**src/rtl/keypad_pkg.sv**
```systemverilog
// Shared types, constants and sizing helper for the matrix-keypad scanner.
package keypad_pkg;

  typedef enum logic [1:0] {
    DWELL  = 2'd0,
    UPDATE = 2'd1,
    EMIT   = 2'd2
  } scan_state_e;

  localparam int DB_CNT_W = 4;

  // Index width for N items; never collapses to zero for a single item.
  function automatic int idx_w(input int n);
    return (n > 1) ? $clog2(n) : 1;
  endfunction

endpackage

```
**src/rtl/keypad_debounce_cell.sv**
```systemverilog
// Per-key debounce: counts consecutive disagreeing samples and flips the
// stored state after DEBOUNCE of them; flip is asserted in the flipping cycle.
module keypad_debounce_cell
  import keypad_pkg::*;
#(
  parameter int DEBOUNCE = 4
) (
  input  logic clk,
  input  logic rst_n,
  input  logic sample,
  input  logic enable,
  input  logic clear,
  output logic state,
  output logic flip
);

  logic [DB_CNT_W-1:0] cnt_reg, cnt_next;
  logic                state_reg, state_next;

  always_comb begin
    cnt_next   = cnt_reg;
    state_next = state_reg;
    flip       = 1'b0;
    if (enable) begin
      if (clear || (sample == state_reg)) begin
        cnt_next = '0;
      end else if (cnt_reg == DB_CNT_W'(DEBOUNCE - 1)) begin
        state_next = sample;
        cnt_next   = '0;
        flip       = 1'b1;
      end else begin
        cnt_next = cnt_reg + 1'b1;
      end
    end
  end

  always_ff @(posedge clk) begin
    if (!rst_n) begin
      cnt_reg   <= '0;
      state_reg <= 1'b0;
    end else begin
      cnt_reg   <= cnt_next;
      state_reg <= state_next;
    end
  end

  assign state = state_reg;

endmodule

```
**src/rtl/keypad_matrix_scanner.sv**
```systemverilog
// Row/column keypad scanner: drives one row low at a time, debounces every key,
// and emits press/release events over valid/ready. Define KEYPAD_GHOST_FILTER_EN to reject ghost presses.
module keypad_matrix_scanner
  import keypad_pkg::*;
#(
  parameter int N_ROWS   = 4,
  parameter int N_COLS   = 4,
  parameter int SCAN_DIV = 25000,
  parameter int DEBOUNCE = 4
) (
  input  logic                                CLK_25MHZ,
  input  logic                                RESET_N,
  output logic [N_ROWS-1:0]                   ROWS_OE,
  input  logic [N_COLS-1:0]                   COLS,
  output logic [N_ROWS*N_COLS-1:0]            KEYS,
  output logic                                EVT_VALID,
  input  logic                                EVT_READY,
  output logic [idx_w(N_ROWS*N_COLS)-1:0]     EVT_KEY,
  output logic                                EVT_PRESSED
);

  localparam int N_KEYS  = N_ROWS * N_COLS;
  localparam int KEY_W   = idx_w(N_KEYS);
  localparam int ROW_W   = idx_w(N_ROWS);
  localparam int COL_W   = idx_w(N_COLS);
  localparam int PRESC_W = idx_w(SCAN_DIV);

  scan_state_e         state_reg, state_next;
  logic [PRESC_W-1:0]  presc_reg, presc_next;
  logic [ROW_W-1:0]    row_reg, row_next;
  logic [COL_W-1:0]    col_reg, col_next;
  logic [N_ROWS-1:0]   rows_oe_reg, rows_oe_next;
  logic                evt_valid_reg, evt_valid_next;
  logic [KEY_W-1:0]    evt_key_reg, evt_key_next;
  logic                evt_pressed_reg, evt_pressed_next;
  logic [N_COLS-1:0]   cols_meta_reg, cols_sync_reg;
  logic [N_COLS-1:0]   raw_row;
  logic [N_KEYS-1:0]   flip_vec;
  logic [KEY_W-1:0]    key_sel;
  logic                cur_sample;
  logic                ghost_amb;
  logic                latch_row;
  logic                advance;

  assign key_sel    = KEY_W'(32'(row_reg) * N_COLS + 32'(col_reg));
  assign cur_sample = raw_row[col_reg];

`ifdef KEYPAD_GHOST_FILTER_EN
  // Whole-frame snapshot so a press can be tested for a rectangle of closed contacts.
  logic [N_COLS-1:0] raw_reg [N_ROWS];
  logic              cur_key_state;

  always_ff @(posedge CLK_25MHZ) begin
    if (!RESET_N) begin
      for (int r = 0; r < N_ROWS; r++) raw_reg[r] <= '0;
    end else if (latch_row) begin
      raw_reg[row_reg] <= ~cols_sync_reg;
    end
  end

  assign raw_row       = raw_reg[row_reg];
  assign cur_key_state = KEYS[key_sel];

  always_comb begin
    ghost_amb = 1'b0;
    if (cur_sample && !cur_key_state) begin
      for (int r = 0; r < N_ROWS; r++) begin
        for (int c = 0; c < N_COLS; c++) begin
          if ((ROW_W'(r) != row_reg) && (COL_W'(c) != col_reg) &&
              raw_reg[row_reg][c] && raw_reg[r][col_reg] && raw_reg[r][c])
            ghost_amb = 1'b1;
        end
      end
    end
  end
`else
  logic [N_COLS-1:0] raw_row_reg;

  always_ff @(posedge CLK_25MHZ) begin
    if (!RESET_N) begin
      raw_row_reg <= '0;
    end else if (latch_row) begin
      raw_row_reg <= ~cols_sync_reg;
    end
  end

  assign raw_row   = raw_row_reg;
  assign ghost_amb = 1'b0;
`endif

  for (genvar gi = 0; gi < N_KEYS; gi++) begin : g_cell
    keypad_debounce_cell #(
      .DEBOUNCE (DEBOUNCE)
    ) u_cell (
      .clk    (CLK_25MHZ),
      .rst_n  (RESET_N),
      .sample (cur_sample),
      .enable ((state_reg == UPDATE) && (key_sel == KEY_W'(gi))),
      .clear  (ghost_amb),
      .state  (KEYS[gi]),
      .flip   (flip_vec[gi])
    );
  end

  always_comb begin
    state_next       = state_reg;
    presc_next       = presc_reg;
    row_next         = row_reg;
    col_next         = col_reg;
    rows_oe_next     = rows_oe_reg;
    evt_valid_next   = evt_valid_reg;
    evt_key_next     = evt_key_reg;
    evt_pressed_next = evt_pressed_reg;
    latch_row        = 1'b0;
    advance          = 1'b0;

    case (state_reg)
      DWELL: begin
        if (presc_reg == PRESC_W'(SCAN_DIV - 1)) begin
          latch_row  = 1'b1;
          col_next   = '0;
          state_next = UPDATE;
        end else begin
          presc_next = presc_reg + 1'b1;
        end
      end
      UPDATE: begin
        if (|flip_vec) begin
          evt_valid_next   = 1'b1;
          evt_key_next     = key_sel;
          evt_pressed_next = cur_sample;
          state_next       = EMIT;
        end else begin
          advance = 1'b1;
        end
      end
      EMIT: begin
        // Scan stays frozen until the consumer takes the event.
        if (EVT_READY) begin
          evt_valid_next = 1'b0;
          advance        = 1'b1;
        end
      end
      default: state_next = DWELL;
    endcase

    if (advance) begin
      if (col_reg == COL_W'(N_COLS - 1)) begin
        col_next   = '0;
        presc_next = '0;
        state_next = DWELL;
        row_next   = (row_reg == ROW_W'(N_ROWS - 1)) ? '0 : row_reg + 1'b1;
        for (int r = 0; r < N_ROWS; r++) rows_oe_next[r] = (ROW_W'(r) == row_next);
      end else begin
        col_next   = col_reg + 1'b1;
        state_next = UPDATE;
      end
    end
  end

  always_ff @(posedge CLK_25MHZ) begin
    if (!RESET_N) begin
      state_reg       <= DWELL;
      presc_reg       <= '0;
      row_reg         <= '0;
      col_reg         <= '0;
      rows_oe_reg     <= N_ROWS'(1);
      evt_valid_reg   <= 1'b0;
      evt_key_reg     <= '0;
      evt_pressed_reg <= 1'b0;
      cols_meta_reg   <= '1;
      cols_sync_reg   <= '1;
    end else begin
      state_reg       <= state_next;
      presc_reg       <= presc_next;
      row_reg         <= row_next;
      col_reg         <= col_next;
      rows_oe_reg     <= rows_oe_next;
      evt_valid_reg   <= evt_valid_next;
      evt_key_reg     <= evt_key_next;
      evt_pressed_reg <= evt_pressed_next;
      cols_meta_reg   <= COLS;
      cols_sync_reg   <= cols_meta_reg;
    end
  end

  assign ROWS_OE     = rows_oe_reg;
  assign EVT_VALID   = evt_valid_reg;
  assign EVT_KEY     = evt_key_reg;
  assign EVT_PRESSED = evt_pressed_reg;

endmodule
```
**config.mk**
```make
export PLATFORM = sky130hd
export DESIGN_NAME = keypad_matrix_scanner
export DESIGN_NICKNAME = d
export VERILOG_FILES = /design/src/rtl/keypad_pkg.sv /design/src/rtl/keypad_debounce_cell.sv /design/src/rtl/keypad_matrix_scanner.sv
export SDC_FILE = /design/constraint.sdc
export NUM_CORES = 1
export LEC_CHECK = 0
export CORE_ASPECT_RATIO = 1.4
export CORE_UTILIZATION = 30
export CTS_CLUSTER_SIZE = 40
export DETAILED_ROUTE_END_ITERATION = 10
export GPL_TIMING_DRIVEN = 1
export PLACE_DENSITY_LB_ADDON = 0.08
export SETUP_SLACK_MARGIN = 0.4
export SLEW_MARGIN = 15
export SYNTH_ARGS = -nofsm -noshare
export SYNTH_HDL_FRONTEND = slang
export SYNTH_HIERARCHICAL = 1
export SYNTH_SLANG_ARGS = --single-unit
```
**constraint.sdc**
```tcl
create_clock -name CLK_25MHZ -period 3.36 [get_ports CLK_25MHZ]
set_input_delay 0.336 -clock CLK_25MHZ [delete_from_list [all_inputs] [get_ports CLK_25MHZ]]
set_output_delay 0.336 -clock CLK_25MHZ [all_outputs]
set_load 0.02 [all_outputs]
```
==> reports/metrics.yaml, run 1 <==
outcome:
  status: "complete, no violations"
die:
  die-area_um2: 22860
  io_pins: 33
  row_count: 64
  fp.dieW_um: 128.1
  die_y_um: 178.5
  core_um2: 21860
  start_util_pct: 30.53
yosys:
  yosysTopAreaCellShare_pct: 36.90
  syn_area_per_cell_um2: 9.043
  postSynth.topFlopCell: "dfxtp_1"
  synthArstFlopShare_pct: 0
  synthTopCellsByArea: "dfxtp_1 37%, nor2b_1 6.1%, ha_1 6.0%, nor4b_1 4.3%, nand2_1 4.2%"
  ys_seq_elements: 123
  ys_seq_area_share_pct: 36.90
  synth_area_um2: 6674
  synth-edff-count: 0
  syn_inst: 738
  synth_warnings: 6
  synth_top_area_cell: "dfxtp_1"
  synthDistinctLibCells: 43
worst_setup_path:
  path_cells: "mux4_4 > buf_6 > xor2_4 > and3_4 > nor4_4 > buf_4 > and4_4 > a31oi_4 > o21ai_4 > clkbuf_16 > nor2_1"
  worst_ep_required_time_ps: 3670
  crit_slowest_cell: "mux4_4"
  crit_family: "simple AND/OR/NAND/NOR gates"
  critPathCaptureType: "flip-flop"
  worst_ep_arrival_time_ps: 3370
  critPathBufInv: 3
  critPathKind: "reg2reg"
  slowest_delay_ps: 740
  cp_max_fo: 8
  critPathLaunchType: "flip-flop"
power:
  p_leak_nw: 3.459
  p_per_area_nw_per_um2: 374.4
  vdd_drop_max_mv: 0.3520
clocking:
  ctsHoldBuffers: 0
  clk_path_buf_depth: 2
  cts.sinks: 123
  clockRootBuffer: "clkbuf_16"
  clk_latency_ps: 430
  cts_tree: "yes"
  numCtsBuffers: 17
  path_clk_slew_ps: 60
  htreeDepth: 4
sta:
  whs_ps: 324.5
  fmax_mhz: 326.5
  slew_headroom_pct: 62.76
  setup_tns_ps: 0
  slew_viol_final: 0
  tightestPinTransition_ps: 558.0
  finClkSkew_ps: 11.35
  final_hold_viol_count: 0
  min_period_ps: 3063
  fin_crit_sh_pct: 91.15
  rsz0062_at_grt: "yes"
  setup_viol: 0
route:
  drt-total-wl_mm: 17.05
  vias: 5854
  drc_errors: 0
  drt.antenna.violating_nets: 0
  viasPerCell: 4.874
  routedWlPerCell_um: 14.19
  first_iter_violations: 259
  firstDrtPassIters: 6
global_routing:
  antenna_found_initial: 0
  gr-total-overflow: 0
  grt_max_degree: 108
  grt_pass1_vias: 5886
  track_usage_pct: 16.04
  grt_pass1_wl_mm: 28.63
finish:
  largest_reg_flops: 64
  fin_cells: 1201
  area_growth_pct: 36.18
  final_common_cell: "dfxtp_1"
  fin_area_um2: 9089
  nets: 930
  n_antenna_cell: 0
  final_cell_mix: "122 x dfxtp_1, 74 x nand2_1, 64 x nor2b_1"
  fill_cells: 2140
  final_layout_size_suffix_gt1_share_pct: 16.70
min_path:
  worstHoldPathType: "in2reg"
placement:
  io_buffers: 32
  dpl.cell_count: 1152
  post-dp-hpwl_mm: 11.79
  place_congestion: 0.7906
  dpl_cell_area_um2: 7993
run:
  cap_violations: 0
cell families after synthesis:
kind of cell / share of synthesized area [%]
other cells: 0.05619
compound gates: 10.44
xor+xnor: 6.037
fa+ha+maj: 5.999
flops: 36.90
mux: 3.787
simple gates: 34.81
buf+inv: 1.968
cell usage after synthesis (2+ instances only):
master	count
a32oi_1	16
buf_2	3
mux2i_1	23
a21oi_1	9
and2_1	2
nor2_1	28
xnor2_1	21
nand4_1	20
nor3b_1	17
and2b_1	16
nor4b_1	33
o31a_1	16
ha_1	32
nand3_1	24
clkbuf_1	6
and4_1	3
dfxtp_1	123
o21a_1	17
nor4_1	4
nand4b_1	16
and3_2	16
a211oi_1	4
nor2b_1	65
nor3_1	21
o311ai_1	16
o21ai_0	7
xor2_1	25
nand2_1	74
and3_1	35
nand2b_1	9
inv_1	25
final timing paths:
path                               startpoint                          end  slack [ps]  depth (start not counted)
hold reg to reg   cols_sync_reg[2]$_SDFF_PN1_      raw_row[2]$_SDFFE_PN0P_         400                          1
setup reg to reg      col_reg[0]$_SDFFE_PN0P_      presc_reg[1]$_SDFF_PN0_         300                         11
setup / recovery      col_reg[0]$_SDFFE_PN0P_      presc_reg[1]$_SDFF_PN0_         300                         11
hold / removal                        RESET_N  cols_sync_reg[3]$_SDFF_PN1_         320                          2
routing by layer:
metal  vias up  track usage, %  part of all wire, %
met1      2801           17.75                   44
met2        65           29.30                   52
met3        19           3.479                  2.5
met4         0           6.765                  1.9
li1       2969               -                    -
met5         -               0                    0
worst reg2reg max path, stage by stage, from the launching register on:
cell,delay (ps)
dfxtp_4,340
mux4_4,740
buf_6,190
xor2_4,180
and3_4,190
nor4_4,290
buf_4,160
and4_4,240
a31oi_4,120
o21ai_4,260
clkbuf_16,200
nor2_1,40
stage by stage:
stage / setup WS (ps) / utilization (%) / total power [mW]
after global routing: 184.2 / 41.58 / 3.529
after global placement: 27.10 / 36.56 / 1.574
after detailed placement: 2.160 / 36.56 / 1.575
after CTS: 261.7 / 41.08 / 3.462
final: 297.3 / 41.58 / 3.403
after floorplan: 313.8 / - / 1.534
where the power goes:
part           total [mW]  switching, mW  internal (mW)
registers            1.47        0.00415           1.47
clock network        1.85          0.719           1.13
logic              0.0800         0.0494         0.0306
what timing repair did:
item / CTS / global route
setup buffers: 8 / 5
pin swaps: 13 / 12
setup endpoints to repair: 31 / 31
cloned: 4 / 0
resized for setup: 37 / 16
area by class of cell:
class | instances | area [um^2] | area share, %
sequential | 123 | 2466 | 27.13
inverter | 25 | 93.84 | 1.032
clock buffer | 19 | 452.9 | 4.983
multi-input combinational | 629 | 4643 | 51.09
tap | 297 | 371.6 | 4.089
timing repair buffer | 95 | 918.4 | 10.10
clock inverter | 13 | 142.6 | 1.569
Note: power is estimated with default switching activity, not from simulation.
==> run 2: changes to the inputs <==
--- a/config.mk
+++ b/config.mk
@@ -6,6 +6,7 @@
 export NUM_CORES = 1
 export LEC_CHECK = 0
 export CORE_ASPECT_RATIO = 1.4
+export CORE_MARGIN = 1
 export CORE_UTILIZATION = 30
 export CTS_CLUSTER_SIZE = 40
 export DETAILED_ROUTE_END_ITERATION = 10
==> results of run 2 <==
Same layout as run 1: the final DEF is identical, and so are final timing and power.
==> run 3: changes to the inputs <==
--- a/config.mk
+++ b/config.mk
@@ -6,7 +6,7 @@
 export NUM_CORES = 1
 export LEC_CHECK = 0
 export CORE_ASPECT_RATIO = 1.4
-export CORE_MARGIN = 1
+export CORE_MARGIN = 4
 export CORE_UTILIZATION = 30
 export CTS_CLUSTER_SIZE = 40
 export DETAILED_ROUTE_END_ITERATION = 10
==> reports/metrics.yaml, run 3 (same netlist as run 1, synthesis figures left out) <==
outcome:
  status: "complete, no violations"
sta:
  whs_ps: 311.1
  fmax_mhz: 323.6
  slew_headroom_pct: 63.01
  rsz0062_at_grt: "yes"
  finClkSkew_ps: 9.384
  setup_ws_ps: 269.8
  slew_viol_final: 0
  fin_crit_sh_pct: 91.97
  tightestPinTransition_ps: 554.2
  min_period_ps: 3090
  setup_tns_ps: 0
  final_hold_viol_count: 0
  setup_viol: 0
finish:
  final_cell_mix: "122 x dfxtp_1, 73 x nand2_1, 64 x nor2b_1"
  n_antenna_cell: 0
  nets: 937
  area_growth_pct: 36.90
  largest_reg_flops: 64
  final_common_cell: "dfxtp_1"
  final_layout_size_suffix_gt1_share_pct: 17.12
clocking:
  htreeDepth: 4
  numCtsBuffers: 17
  clockRootBuffer: "clkbuf_16"
  clk_latency_ps: 420
  ctsHoldBuffers: 0
  clk_path_buf_depth: 2
  cts.sinks: 123
  cts_tree: "yes"
  path_clk_slew_ps: 60
die:
  start_util_pct: 30.53
  row_count: 64
  die-area_um2: 24730
  fp.dieW_um: 134.1
  die_y_um: 184.5
  io_pins: 33
  core_um2: 21860
route:
  drt.antenna.violating_nets: 0
  drt-total-wl_mm: 17.08
  vias: 5871
  firstDrtPassIters: 6
  routedWlPerCell_um: 14.14
  drc_errors: 0
  first_iter_violations: 202
  viasPerCell: 4.860
min_path:
  worstHoldPathType: "in2reg"
  hold_path_depth: 2
global_routing:
  gr-total-overflow: 0
  grt_pass1_vias: 5836
  antenna_found_initial: 0
  grt_max_degree: 78
  grt_pass1_wl_mm: 28.70
  track_usage_pct: 14.35
placement:
  post-dp-hpwl_mm: 11.80
  pre_cts_ws_ps: 107.8
  place_congestion: 0.7780
  io_buffers: 32
worst_setup_path:
  critPathKind: "reg2reg"
  worst_ep_required_time_ps: 3700
  critPathCaptureType: "flip-flop"
  worst_ep_arrival_time_ps: 3430
  rr_worst_depth: 11
  r2r_slack_ps: 270
  cp_max_fo: 6
  critPathLaunchType: "flip-flop"
power:
  p_leak_nw: 3.467
  vdd_drop_max_mv: 0.3379
  p_per_area_nw_per_um2: 359.1
run:
  cap_violations: 0
## run 3: cell types whose count changed in the layout (fill, tap and decap cells not counted), sizes merged
cell      delta
clkinvlp     +3
buf          +8
clkbuf       -3
inv          +6
bufinv       -2
mux4         -1
clkinv       -5
bufbuf       +1
## run 3: worst max-delay path, cell delays in order (launching register included)
cell and delay [ps]:
dfxtp_4 350, mux4_4 690, buf_12 170, buf_16 150, xor2_4 160, and3_4 170
nor4_4 280, buf_4 160, and4_4 230, a31oi_4 120, or4_1 410, a21oi_1 120
## run 3: timing repair
action	in CTS	in global routing
pin swaps	13	5
setup buffers	15	4
resized for setup	43	12
setup endpoints to repair	31	31
cloned	3	0
## run 3: cell type report
cell class | count | area, um^2
Clock buffer | 17 | 425.4
Clock inverter | 15 | 130.1
Fill cell | 2153 | 12720
Inverter | 25 | 93.84
Multi-Input combinational cell | 628 | 4631
Sequential cell | 123 | 2466
Tap cell | 297 | 371.6
Timing Repair Buffer | 103 | 1018
## run 3: final timing paths
kind / end / from
max: row_reg[0]$_SDFFE_PN0P_ / col_reg[0]$_SDFFE_PN0P_
min: cols_meta_reg[3]$_SDFF_PN1_ / RESET_N
max reg2reg: row_reg[0]$_SDFFE_PN0P_ / col_reg[0]$_SDFFE_PN0P_
min reg2reg: cols_sync_reg[2]$_SDFF_PN1_ / cols_meta_reg[2]$_SDFF_PN1_
## run 3: per-stage QoR
stage / instance area (um^2) / std cells / util [%] / total power, mW
after floorplan: 6960 / 785 / - / 1.534
after global placement: 8033 / 1154 / 36.74 / 1.575
after detailed placement: 8033 / 1154 / 36.74 / 1.576
after CTS: 9056 / 1204 / 41.43 / 3.339
final: 9136 / 1208 / 41.79 / 3.281
after global routing: 9136 / 1208 / 41.79 / 3.418
## run 3: metal layers
layer	vias to the layer above	global-route usage [%]	share of wire, %
li1	2976	-	-
met1	2805	16.80	44
met2	72	26.09	52
met3	18	3.031	2.6
met4	0	4.605	1.3
met5	-	0	0
## run 3: report_power, final
part / switching, mW / internal, mW / total, mW
sequential: 0.00424 / 1.46 / 1.47
combinational: 0.0466 / 0.0280 / 0.0746
clock: 0.770 / 0.967 / 1.74
==> RTL edit 1: new RTL, config.mk and constraints of run 1 <==
Add a define of `KEYPAD_GHOST_FILTER_EN`.
--- a/src/rtl/keypad_matrix_scanner.sv
+++ b/src/rtl/keypad_matrix_scanner.sv
@@ -1,5 +1,7 @@
 // Row/column keypad scanner: drives one row low at a time, debounces every key,
 // and emits press/release events over valid/ready. Define KEYPAD_GHOST_FILTER_EN to reject ghost presses.
+`define KEYPAD_GHOST_FILTER_EN
+
 module keypad_matrix_scanner
   import keypad_pkg::*;
 #(
Check against the original RTL: no difference found for any inputs over 10 cycles, from zero or initial values and one cycle with RESET_N low; that may be too few to reach the edited logic, so the function may still have changed.
==> RTL edit 1 against run 1 <==
The run now ends with design-rule violations, negative setup slack left; non-clock buffer count grew 112; cell area up 25%; sequential cell count increased by 14; count of clock-buffer cells in the layout rose by 4; synthesized area increased by 18%; final cell count up 15%; hold slack gained 0.081 ns; setup slack lost 0.61 ns; wire length increased by 35%; critical endpoint is now ROWS_OE[3].
Power is not compared: it rests on default switching activity, and its combinational part moved more than twofold at a synthesized area within 25%.
==> RTL edit 1: results (changes against run 1) <==
- Violated checks: design-rule violations, negative setup slack
- WHS Endpoint: cols_sync_reg[1]
- Worst Skew: 0.00949 ns (-0.00185 ns)
- EDFF count, synth: 16 (+16)
- Hold Startpoint: cols_meta_reg[1]
- Hold path cells: 1 (-1)
- Actual transition at the worst max-transition pin: 0.890 ns (+0.332 ns)
- CP top delay family: multiplexers
- R2r worst-path depth: 13 (+2)
- Worst r2r dst: ROWS_OE[3]
- Final wirelength: 22900 um (+35%)
- Clock Latency Late Sink: 0.43 ns (about the same)
- H-Tree Depth: 4 (unchanged)
- Global Route Usage Sum: 0.175 (+0.0143)
- Vias in the first global route: 7243 (+23%)
- Layout cells sized above 1: 0.289 (+0.122)
- Reg-to-reg startpoint: raw_reg[0][3]
- Pre-CTS setup slack: -0.644 ns (-0.646 ns)
- Status: finished with violations
- Area post-placement: 9750 um^2 (+22%)
- Crit path DAT: 3.98 ns (+0.61 ns)
- CTS buffer count: 17 (unchanged)
- Post-synth top cells: 121 x dfxtp_1, 93 x nand2_1, 70 x nor2b_1, 36 x and3_1, 35 x nor2_1
- Clock slew at reported path FFs: 0.06 ns (about the same)
- PortBufs: 32 (unchanged)
- Hold WS: 0.405 ns (+0.0807 ns)
- Max FO, Critical Path: 6 (-2)
- Register area share after synthesis: 0.369 (-0.000407)
- Path type of the worst min-delay path: reg2reg
- Top cells by area, synth: dfxtp_1 31%, edfxtp_1 6.1%, nor2b_1 5.6%
- First-pass GRT wire length: 37200 um (+30%)
- Worst vdd ir: between 0.0003 and 0.0004 V
- Initial drt markers: 320 (+24%)
- Max FFs per register: 64 (unchanged)
- # diodes: 0 (unchanged)
- Nets: 1089 (+17%)
- Pre-Repair DR Iteration Count: 9 (+3)
- Final HPWL DP: 16000 um (+35%)
- Via density: 5.11 (+4.8%)
- Final setup fails: 33 (+33)
- Initial antenna violation count: 0 (unchanged)
- CTS Buffer Depth: 2 (unchanged)
- Post-synth cell types: 56 (+30%)
- Leak Pwr: between 4 and 5 nW
- Largest net degree at the start of global routing: 166 (+54%)
- CP max-delay cell: mux4_4
- Clock Tree Root: clkbuf_16
- Routability cong.: 0.885 (+12%)
- Worst path max stage delay: 0.70 ns (-0.04 ns)
- Net Count, Synth: about 880
- Remaining DRCs: 2 (+2)
- Worst Setup Slack, final: -0.312 ns (-0.609 ns)
- Warning count from the yosys run: 6 (unchanged)
- Synth async-reset ratio: 0 (unchanged)
-- RTL edit 1: cell types whose count changed in the layout (fill, tap and decap cells not counted), sizes merged, moves of 10 or more --
cell,run 1,this run
buf,62,174
conb,48,0
edfxtp,0,16
nand2,74,93
mux4,2,12
-- RTL edit 1: how the worst max path moves through the flow --
stage / cells past startpoint / from / slack (ns) / endpoint
2_1_floorplan: 13 / flop / -0.65 / presc_reg[13]
3_3_place_gp: 14 / flop / -0.64 / EVT_KEY[2]
3_5_place_dp: 14 / flop / -0.64 / EVT_KEY[2]
4_1_cts: 13 / raw_reg[1][3] / -0.27 / state_reg[0]
5_1_grt: 13 / raw_reg[0][3] / -0.42 / ROWS_OE[1]
6_report: 13 / raw_reg[0][3] / -0.31 / ROWS_OE[3]
-- RTL edit 1: final cells by class --
class / count / area (um^2)
clock buffers: 23 / 510
clock inverters: 9 / 85.1
fillers: 2507 / 14200
inverters: 32 / 120
multi-input cells: 656 / 5410
flip-flops and latches: 137 / 2910
well taps: 319 / 399
repair buffers: 207 / 1890
-- RTL edit 1: stage by stage --
stage               total power [W]  cells  setup TNS, ns
finish                      0.00402   1383          -8.03
global route                0.00418   1383         -11.89
CTS                         0.00405   1372          -7.41
detailed placement          0.00206   1318         -15.13
global placement            0.00206   1318         -14.23
floorplan                   0.00192    840         -17.89
-- RTL edit 1: report_power, final --
group          switching (W)  internal [W]  leakage [nW]
sequential         0.0000183       0.00168          1.14
combinational       0.000220      0.000195          2.96
clock               0.000760       0.00115         0.286
total               0.000999       0.00302          4.39
-- RTL edit 1: cell families (layout without fill, tap and decap cells) --
kind of cell | after synthesis | count (layout) | synth area share
fa+ha+maj | 31 | 31 | 0.0492
xor+xnor | 45 | 45 | 0.0500
flops | 137 | 137 | 0.369
buf+inv | 47 | 271 | 0.0249
simple gates | 439 | 439 | 0.331
compound gates | 97 | 97 | 0.0998
mux | 44 | 44 | 0.0766
-- RTL edit 1: timing repair --
action	in CTS	in global routing
cloned	3	0
setup endpoints to repair	40	65
gates resized for setup	60	57
setup buffers	19	11
hold buffers	0	0
pin swaps	10	16
-- RTL edit 1: per-layer routing --
metal | routed length, um | track usage
met4 | 469 | 0.0613
met5 | 0 | 0
met3 | 406 | 0.0304
met1 | 9780 | 0.199
met2 | 12300 | 0.323
==> RTL edit 2: new RTL, settings of run 1 <==
Made on the original files. One comparison of `cnt_reg` changes from == to >=.
--- a/src/rtl/keypad_debounce_cell.sv
+++ b/src/rtl/keypad_debounce_cell.sv
@@ -24,7 +24,7 @@
     if (enable) begin
       if (clear || (sample == state_reg)) begin
         cnt_next = '0;
-      end else if (cnt_reg == DB_CNT_W'(DEBOUNCE - 1)) begin
+      end else if (cnt_reg >= DB_CNT_W'(DEBOUNCE - 1)) begin
         state_next = sample;
         cnt_next   = '0;
         flip       = 1'b1;
Check against the original RTL: same outputs for any inputs over 10 cycles, from zero or initial values and one cycle with RESET_N low; that may be too few to reach the edited logic, so the function may still have changed.
==> RTL edit 2 against run 1 <==
Wire length fell by 25%; sequential cell count stayed put; power shrank 1.4%; hold slack worse by 0.073 ns; sequential share of layout area increased by 7.0 points; setup slack gained 0.20 ns; cell area is 21% lower; non-clock buffer count is 52 lower; via count fell by 27%; critical path depth decreased by 1; clock skew is 0.0041 ns lower; global-route usage down 2.5 points; synthesized area shrank 14%; sequential power is essentially flat.
==> RTL edit 2: results (changes against run 1) <==
- Worst Skew: 0.00727 ns (-0.00407 ns)
- Post-synth top cells: 123 x dfxtp_1, 48 x and3b_1, 46 x nor2_1, 32 x a41o_1, 32 x ha_1
- CTS Buffer Depth: 2 (unchanged)
- First-pass GRT wire length: 21100 um (-26%)
- # fillers: 1859 (-13%)
- Leak Pwr: 2.99 nW (-14%)
- Vias in the first global route: 4212 (-28%)
- Worst vdd ir: 0.000308 V (-13%)
- Register area share after synthesis: 0.427 (+0.0578)
- Layout cells sized above 1: 0.147 (-0.0197)
- Crit path DAT: 3.20 ns (-0.17 ns)
- Initial antenna violation count: 0 (unchanged)
- Status: completed
- Post-synth cell types: 40 (-7.0%)
- CP max-delay cell: mux4_2
- H-Tree Depth: 4 (unchanged)
- Nets: 671 (-28%)
- CTS buffer count: 17 (unchanged)
- Synth async-reset ratio: 0 (unchanged)
- Initial drt markers: 183 (-29%)
- Max FFs per register: 64 (unchanged)
- Routed via count: 4297 (-27%)
- Clock Tree Root: clkbuf_16
- Clock Latency Late Sink: between 0.4 and 0.5 ns
- Routability cong.: 0.724 (-8.5%)
- Worst path max stage delay: 0.56 ns (-0.18 ns)
- Pre-Repair DR Iteration Count: 4 (-2)
- Syn Area/Cell: 10.2 um^2 (+13%)
- Max FO, Critical Path: 14 (+6)
- Top cells by area, synth: dfxtp_1 43%, and3b_1 7.3%, ha_1 6.9%
- Largest net degree at the start of global routing: 123 (+14%)
- Path type of the worst min-delay path: in2reg
- Via density: 4.83 (-0.84%)
- Placed cells: 852 (-26%)
- Worst slew margin: 0.650 (+0.0227)
- Final wirelength: 12800 um (-25%)
- Global Route Usage Sum: 0.135 (-0.0253)
- Clock slew at reported path FFs: 0.06 ns (about the same)
- Final HPWL DP: 8750 um (-26%)
- PortBufs: 32 (unchanged)
- # diodes: 0 (unchanged)
- R2R Setup Slk: 0.50 ns (+0.20 ns)
- Warning count from the yosys run: 6 (unchanged)
## RTL edit 2: changes by cell type after synthesis, sizes merged, moves of 17 or more
| cell | run 1 | this run |
|---|---|---|
| nor2b | 65 | 1 |
| nand2 | 74 | 25 |
| and3b | 0 | 48 |
| and3 | 51 | 18 |
| a41o | 0 | 32 |
| nor4b | 33 | 1 |
| nor2 | 28 | 46 |
| o211ai | 0 | 17 |
## RTL edit 2: per-stage QoR
stage	hold WS [ns]	setup WS (ns)	area, um^2	utilization	total power (W)
after floorplan	0.386	0.425	5830	-	0.00152
after global placement	0.395	0.332	6490	0.347	0.00156
after detailed placement	0.391	0.246	6490	0.347	0.00156
after CTS	0.237	0.402	7100	0.380	0.00341
after global routing	0.250	0.338	7220	0.387	0.00349
final	0.251	0.498	7220	0.387	0.00336
## RTL edit 2: worst paths after layout
path | end | startpoint | depth (start not counted)
worst max-delay path | row_reg[0] | col_reg[0] | 10
worst min-delay path | cols_sync_reg[3] | RESET_N | 2
worst max register to register | row_reg[0] | col_reg[0] | 10
worst min register to register | cols_sync_reg[1] | cols_meta_reg[1] | 1
## RTL edit 2: worst max-delay path, delay by kind of cell, from the launching register on
kind / cells / cell delay [ns]
and+or+nand+nor: 4 / 0.90
AOI/OAI and AO/OA: 2 / 0.39
muxes: 1 / 0.56
DFF: 1 / 0.38
buffers and inverters: 2 / 0.36
xor gates and xnor gates: 1 / 0.19
## RTL edit 2: routing by layer
| metal | vias up | global-route usage | routed length (um) |
|---|---|---|---|
| li1 | 2186 | - | - |
| met1 | 2052 | 0.156 | 5680 |
| met2 | 49 | 0.237 | 6680 |
| met3 | 10 | 0.0316 | 333 |
| met4 | 0 | 0.0545 | 150 |
| met5 | - | 0 | 0 |
## RTL edit 2: repair_timing
action,CTS,global route
resized for setup,1,15
pin swaps,3,4
setup buffers,3,1
endpoints found under the setup margin,23,31
gates cloned,0,1
## RTL edit 2: cells by family after synthesis
logic type / share of synthesized area
simple gates: 0.296
flops: 0.427
compound gates: 0.123
buf+inv: 0.0228
fa+ha+maj: 0.0694
xor+xnor: 0.0455
mux: 0.0160
other cells: 0.000650
## RTL edit 2: power by group
group          switching, W  internal [W]
combinational     0.0000362     0.0000231
clock              0.000725       0.00110
sequential       0.00000387       0.00147
## RTL edit 2: layout make-up
| class | count | share of cell area |
|---|---|---|
| Clock inverter | 15 | 0.0230 |
| Multi-Input combinational cell | 421 | 0.459 |
| Timing Repair Buffer | 43 | 0.0619 |
| Inverter | 26 | 0.0135 |
| Clock buffer | 17 | 0.0589 |
| Sequential cell | 123 | 0.342 |
| Tap cell | 244 | 0.0423 |
